==> src/rtl/reg_stat_gen.sv <==
// Packed status register with per-field access modes (RW, W1C, CNT, RO) and a CPU write handshake.
// Optional W1C interrupt output is enabled by defining REG_STAT_GEN_INTR_EN.
module reg_stat_gen #(
    parameter int                    BITDATA = 22,
    parameter int                    NUMFLD  = 4,
    parameter int                    BITFLD  = 4,
    parameter logic [NUMFLD*5-1:0]   FLDOFST = {5'd16, 5'd4, 5'd2, 5'd0},
    parameter logic [NUMFLD*5-1:0]   FLDWID  = {5'd4, 5'd1, 5'd1, 5'd1},
    parameter logic [NUMFLD*2-1:0]   FLDMODE = {2'd2, 2'd1, 2'd0, 2'd0},
    parameter logic [BITDATA-1:0]    PORVAL  = '0,
    parameter bit                    FLOPODT = 1'b0
) (
    input  logic                     clk,
    input  logic                     rst,
    input  logic                     cwrite,
    input  logic [BITDATA-1:0]       cdin,
    output logic                     cwack,
    output logic [BITDATA-1:0]       cdout,
    input  logic [NUMFLD-1:0]        fld_wr,
    input  logic [NUMFLD*BITFLD-1:0] fld_din,
    input  logic [NUMFLD-1:0]        fld_inc,
    output logic [NUMFLD*BITFLD-1:0] fld_rdat
`ifdef REG_STAT_GEN_INTR_EN
    ,
    output logic                     cintr
`endif
);

    localparam logic [1:0] MODE_RW  = 2'd0;
    localparam logic [1:0] MODE_W1C = 2'd1;
    localparam logic [1:0] MODE_CNT = 2'd2;

    function automatic bit layout_ok();
        logic [BITDATA-1:0] used;
        int                 off;
        int                 wid;
        bit                 ok;
        used = '0;
        ok   = 1'b1;
        for (int i = 0; i < NUMFLD; i++) begin
            off = int'(FLDOFST[i*5 +: 5]);
            wid = int'(FLDWID[i*5 +: 5]);
            if (wid < 1 || wid > BITFLD || off + wid > BITDATA) ok = 1'b0;
            for (int b = 0; b < BITFLD; b++) begin
                if (b < wid && off + b < BITDATA) begin
                    if (used[off+b]) ok = 1'b0;
                    used[off+b] = 1'b1;
                end
            end
        end
        return ok;
    endfunction

    localparam bit LAYOUT_OK = layout_ok();

    generate
        if (!LAYOUT_OK) begin : g_bad_layout
            $error("reg_stat_gen: fields overlap or extend beyond BITDATA");
        end
    endgenerate

    typedef enum logic [1:0] {S_IDLE, S_ACK, S_HOLD} state_t;

    state_t state_q, state_d;
    logic   cpu_wr;

    always_ff @(posedge clk or negedge rst) begin
        if (!rst) state_q <= S_IDLE;
        else      state_q <= state_d;
    end

    // The CPU write lands only on the IDLE->ACK edge, so a held cwrite is applied once.
    always_comb begin
        state_d = state_q;
        cpu_wr  = 1'b0;
        case (state_q)
            S_IDLE: begin
                if (cwrite) begin
                    cpu_wr  = 1'b1;
                    state_d = S_ACK;
                end
            end
            S_ACK:   state_d = S_HOLD;
            S_HOLD:  if (!cwrite) state_d = S_IDLE;
            default: state_d = S_IDLE;
        endcase
    end

    assign cwack = (state_q == S_ACK);

    logic [NUMFLD*BITDATA-1:0] rd_parts;
    logic [BITDATA-1:0]        rd_word;
`ifdef REG_STAT_GEN_INTR_EN
    logic [NUMFLD-1:0]         w1c_bits;
`endif

    generate
        for (genvar gi = 0; gi < NUMFLD; gi++) begin : g_fld
            localparam int              OFF  = int'(FLDOFST[gi*5 +: 5]);
            localparam int              WID  = int'(FLDWID[gi*5 +: 5]);
            localparam logic [1:0]      MODE = FLDMODE[gi*2 +: 2];
            localparam logic [BITFLD-1:0] MASK = BITFLD'((1 << WID) - 1);
            localparam logic [BITFLD-1:0] RSTV = BITFLD'(PORVAL >> OFF) & MASK;

            logic [BITFLD-1:0] val_q, val_d;
            logic [BITFLD-1:0] cpu_s, fn_s;

            assign cpu_s = BITFLD'(cdin >> OFF) & MASK;
            assign fn_s  = fld_din[gi*BITFLD +: BITFLD] & MASK;

            // Functional write beats increment, which beats the CPU write.
            always_comb begin
                val_d = val_q;
                if (fld_wr[gi]) begin
                    val_d = (MODE == MODE_W1C) ? (val_q | fn_s) : fn_s;
                end else if (fld_inc[gi] && MODE == MODE_CNT) begin
                    if (val_q != MASK) val_d = val_q + BITFLD'(1);
                end else if (cpu_wr) begin
                    case (MODE)
                        MODE_RW, MODE_CNT: val_d = cpu_s;
                        MODE_W1C:          val_d = val_q & ~cpu_s;
                        default:           val_d = val_q;
                    endcase
                end
            end

            always_ff @(posedge clk or negedge rst) begin
                if (!rst) val_q <= RSTV;
                else      val_q <= val_d;
            end

            assign fld_rdat[gi*BITFLD +: BITFLD]  = val_q;
            assign rd_parts[gi*BITDATA +: BITDATA] = BITDATA'(val_q) << OFF;
`ifdef REG_STAT_GEN_INTR_EN
            assign w1c_bits[gi] = (MODE == MODE_W1C) ? (|val_q) : 1'b0;
`endif
        end
    endgenerate

    always_comb begin
        rd_word = '0;
        for (int i = 0; i < NUMFLD; i++) begin
            rd_word = rd_word | rd_parts[i*BITDATA +: BITDATA];
        end
    end

    generate
        if (FLOPODT) begin : g_cdout_flop
            logic [BITDATA-1:0] cdout_q;
            always_ff @(posedge clk or negedge rst) begin
                if (!rst) cdout_q <= '0;
                else      cdout_q <= rd_word;
            end
            assign cdout = cdout_q;
        end else begin : g_cdout_comb
            assign cdout = rd_word;
        end
    endgenerate

`ifdef REG_STAT_GEN_INTR_EN
    logic cintr_q;
    always_ff @(posedge clk or negedge rst) begin
        if (!rst) cintr_q <= 1'b0;
        else      cintr_q <= |w1c_bits;
    end
    assign cintr = cintr_q;
`endif

endmodule
==> config.mk <==
export PLATFORM = sky130hd
export DESIGN_NAME = reg_stat_gen
export DESIGN_NICKNAME = d
export VERILOG_FILES = /design/src/rtl/reg_stat_gen.sv
export SDC_FILE = /design/constraint.sdc
export NUM_CORES = 1
export LEC_CHECK = 0
export CAP_MARGIN = 20
export CORE_MARGIN = 8
export CORE_UTILIZATION = 24
export DETAILED_ROUTE_END_ITERATION = 7
export MAX_ROUTING_LAYER = met4
export PLACE_DENSITY = 0.76
export SETUP_SLACK_MARGIN = 0.2
export SLEW_MARGIN = 10
export SYNTH_ARGS = -nofsm -noshare
export SYNTH_HDL_FRONTEND = slang
export SYNTH_SLANG_ARGS = --single-unit
==> constraint.sdc <==
create_clock -name clk -period 1.35 [get_ports clk]
set_clock_uncertainty 0.1 [all_clocks]
set_input_delay 0.27 -clock clk [delete_from_list [all_inputs] [get_ports clk]]
set_output_delay 0.27 -clock clk [all_outputs]
set_load 0.03 [all_outputs]
After elaboration in Yosys (flattened, before gate mapping)
Cells that the tools add are included.

Register bits after elaboration: 18. Bits of input ports: 49. Word-level logic and storage cells: 40.

Add/sub/neg operators: 1. Equal/unequal tests: 6. Muxes and demuxes: 15. Bitwise logic cells: 6. Reduce and logical (&&, ||, !) cells: 7.

Operator list (count): $mux W4 (10); $or A8 B20 Y20 (1); $or A6 B8 Y8 (1); $or A4 B6 Y6 (1); $pmux W2 S3 (1); $reduce_bool A2 Y1 (3); $add A4 B1 Y4 const B (1); $and A4 B4 Y4 (1); $mux W2 (2); $ne A2 B2 Y1 const B (2); $ne A4 B4 Y1 const B (1); $not A1 Y4 (1); $or A4 B1 Y4 (1); $reduce_and A2 Y1 (2); $ne A3 B2 Y1 const B (1); $reduce_bool A3 Y1 (1); $eq A2 B1 Y1 const B (1); $eq A2 B2 Y1 const B (1); $logic_not A2 Y1 (1); $mux W1 (2).

Logic depth before layout (Yosys ltp)
Word-level depth: 5. Mapped depth: 5.

Least setup slack after synthesis
Ideal clock, no wire load.

Kind: register to register. From: reg g_fld[3].val_q[0]. To: reg g_fld[3].val_q[0]. Library setup time: 0.136 ns. Arrival time: 1.419 ns. Slack: -0.305 ns. Cell stages (with the launch flop): 6. Buffers on the path: 0. Period minus slack after synthesis: 1.655 ns. Cell sequence: dfrtp_1 > ha_1 > nand3_1 > o22ai_1 > mux2i_1 > o21ai_0.

Longest elaborated chain between the ends: 4. Elaborated cells between the ends (all ways): 7.

RTL lines: start: declaration (RTL line 105) `logic [BITFLD-1:0] val_q, val_d;`; start signal: assignment (RTL line 129) `else val_q <= val_d;`; $add A4 B1 Y4 (RTL line 117) `if (val_q != MASK) val_d = val_q + BITFLD'(1);`; $mux W4 (RTL line 117); $mux W4 (RTL line 116) `end else if (fld_inc[gi] && MODE == MODE_CNT) begin`; $mux W4 (RTL line 114) `if (fld_wr[gi]) begin`.

Several ways; a longest one is shown, not always the timed one. The select of a mux whose other input is x is not followed. A chain may end at the register's enable or synchronous reset.

Worst setup path in the final report
From: reg g_fld[3].val_q[1]. To: reg g_fld[3].val_q[1].

The elaborated chain is that of the path after synthesis.

==> metrics <==
run status=complete, but fails checks; failing checks=negative setup slack; Yosys Warn Count=0; NetSw=0.668 mW; register area share after synthesis=0.302; Initial Util=0.248; WL final=2.16 mm; final setup fails=2; share of cells above drive strength 1=0.382; final net count=182; # fillers=301; CP delay by family, top=flip-flops; Non-Filler Instances=164; post-synthesis compound-gate area fraction=0.104; CP max FO=3; setup TNS=-0.00411 ns; RSZ-0062 raised after global routing=yes; pre-CTS setup slack=-0.458 ns; Storage cell area=229 µm²; DR vias=646; final hold vios=0; syn avg cell area=8.88 µm²; Synth Area in Adders=0.0168; most frequent cells in the layout=conb_1 (24), buf_6 (20), clkdlybuf4s50_1 (19); mux share of post-synthesis cell area=0.0822; Req. time, crit path=1.39 ns; fin. max-slew vios=0; FF+latch count, synth=9; WL per Instance=13.2 µm; CP max stage cell=dfrtp_2; IR drop worst, VDD=384 µV; Pwr Density=1270 mW/mm²; critical path endpoint category=register; chip width=71.7 µm; final antenna diode count=0; total power=1.58 mW; Mapped Cells=84; clk sinks=9; Tmin final=1.35 ns; Final GP Congestion=0.727; die area=0.00515 mm²; total track usage=0.0808; CP max stage delay=0.40 ns; DRT Pass-1 Iters=2; final worst slack=-0.00304 ns; 1st-iter DRT viols=22; share of the synthesized area in the top cell type=0.322; Pint=0.914 mW; critical-path cell list=ha_4, nand3_2, o22ai_2, mux2i_1, o21ai_1; Worst R2R Start=g_fld[3].val_q[1]; total grt overflow=0; hold crit path type=input port to async pin; crit share post-route=1.00; Synth Area in Simple Gates=0.141; row count=20; clock network fraction of total power=0.132; root buffer cell=clkbuf_4; placed cell count=151; Ports=88; H-tree levels=1; largest family of logic cells by synthesized area=buffers and inverters; IO Port Bufs=36; leakage=0.585 nW; cell taking the most area after synthesis=buf_4; TritonCTS clock tree=yes; CP startpoint=g_fld[3].val_q[1]; pin count of the biggest net entering global routing=10; worst-skew pair later-pin latency=0.26 ns; Detail Route Antenna Nets=0; CTS clk-pin slew, worst paths=0.06 ns; synth top area cells=buf_4 (32%), dfrtp_1 (30%), mux2i_1 (6.7%), nand2_1 (4.0%), o21ai_0 (3.4%); multi-input logic area=415 µm²; most common cell after layout, fill and taps aside=conb_1; detailed placer's ending HPWL=1.75 mm; CTS Buf Count=3; global-route wire length before repair=3.26 mm; Clock Tree Buf Depth=2; CP startpoint kind=register; Layout area overhead=66.6%; Flop pwr share=0.259; WS Path Type=register to register; post-synth cell types=23; max cap viols=0; Post-route DRC=0; vias in the first global route=744; Post-Synth XOR/XNOR Area=0.0117; chip height=71.7 µm; Finished Core Util=0.414; area of the core=0.00300 mm²; switching part of the total power=0.422; Gate power share=0.609; initial antenna violation count=0; Worst Path Buf+Inv=0; fmax=739 MHz; CP Data Arrival Time=1.40 ns; routed vias/inst=3.94; Post-Syn Area=746 µm²
==> per-stage QoR <==
stage | area, µm² | hold slack [ns]
after CTS | 1220 | 0.209
after global routing | 1240 | 0.227
after detailed placement | 1040 | 0.411
final | 1240 | 0.209
after floorplan | 865 | -0.126
after global placement | 1040 | 0.402
==> cells in the mapped netlist <==
cell	instances
a21oi_1	2
a32oi_1	2
and2_1	1
buf_1	1
buf_4	32
conb_1	1
dfrtp_1	9
ha_1	1
inv_1	2
mux2_2	1
mux2i_1	5
nand2_1	8
nand2b_1	1
nand2b_2	1
nand3_1	2
nand3b_1	1
nor2_1	3
nor2b_1	1
nor3b_4	1
o21ai_0	5
o22ai_1	2
o31ai_2	1
xnor2_1	1
==> flip-flops by register name, indices dropped and copies added, names as in the netlist <==
register and cells:
state_q 2, g_fld.val_q 7
==> power by group through the flow <==
stage	clock (mW)	sequential [mW]	combinational (mW)
2_1_floorplan	0	0.486	0.495
3_3_place_gp	0	0.407	0.748
3_5_place_dp	0	0.413	0.765
4_1_cts	0.226	0.408	0.944
5_1_grt	0.232	0.418	1.02
6_report	0.209	0.409	0.964
==> layer usage <==
| metal | global-route usage | up-vias | wire length [µm] |
|---|---|---|---|
| li1 | - | 316 | - |
| met1 | 0.0764 | 293 | 841 |
| met2 | 0.150 | 35 | 1120 |
| met3 | 0.0293 | 2 | 170 |
| met4 | 0.0227 | 0 | 27 |
| met5 | - | - | 0 |
==> repair_timing <==
item	in CTS	in global routing
setup endpoints to repair	22	22
hold endpoints to repair	0	0
gates cloned	0	0
pin swaps	2	0
setup buffers	8	1
hold buffers	0	0
gates resized for setup	25	3
==> worst register-to-register path: cells and delay by family (launching register included) <==
family	cells	cell delay [ns]
and+or+nand+nor	1	0.09
muxes	1	0.22
AOI/OAI and AO/OA	2	0.28
adders and majority gates	1	0.15
DFF	1	0.40
==> cell families after synthesis <==
family / Yosys count
DFF: 9
AOI/OAI and AO/OA: 12
other: 1
and+or+nand+nor: 19
buffers and inverters: 35
adders and majority gates: 1
muxes: 6
xor gates and xnor gates: 1
==> final timing paths <==
check / endpoint / slack (ns) / cells past startpoint
min in group clk: state_q[1] / 0.32 / 3
setup reg to reg: g_fld[3].val_q[1] / -0.003 / 5
hold / removal: g_fld[3].val_q[2] / 0.21 / 1
hold reg to reg: state_q[1] / 0.51 / 2
max in group asynchronous: g_fld[3].val_q[0] / 0.62 / 1
setup / recovery: g_fld[3].val_q[1] / -0.003 / 5
==> cell type report <==
class                      instances  area share
timing repair buffer              53       0.421
multi-input combinational         63       0.334
sequential                         9       0.184
tap                               33      0.0332
clock buffer                       4      0.0211
inverter                           2     0.00604
Power figures use the tool's default switching activity.
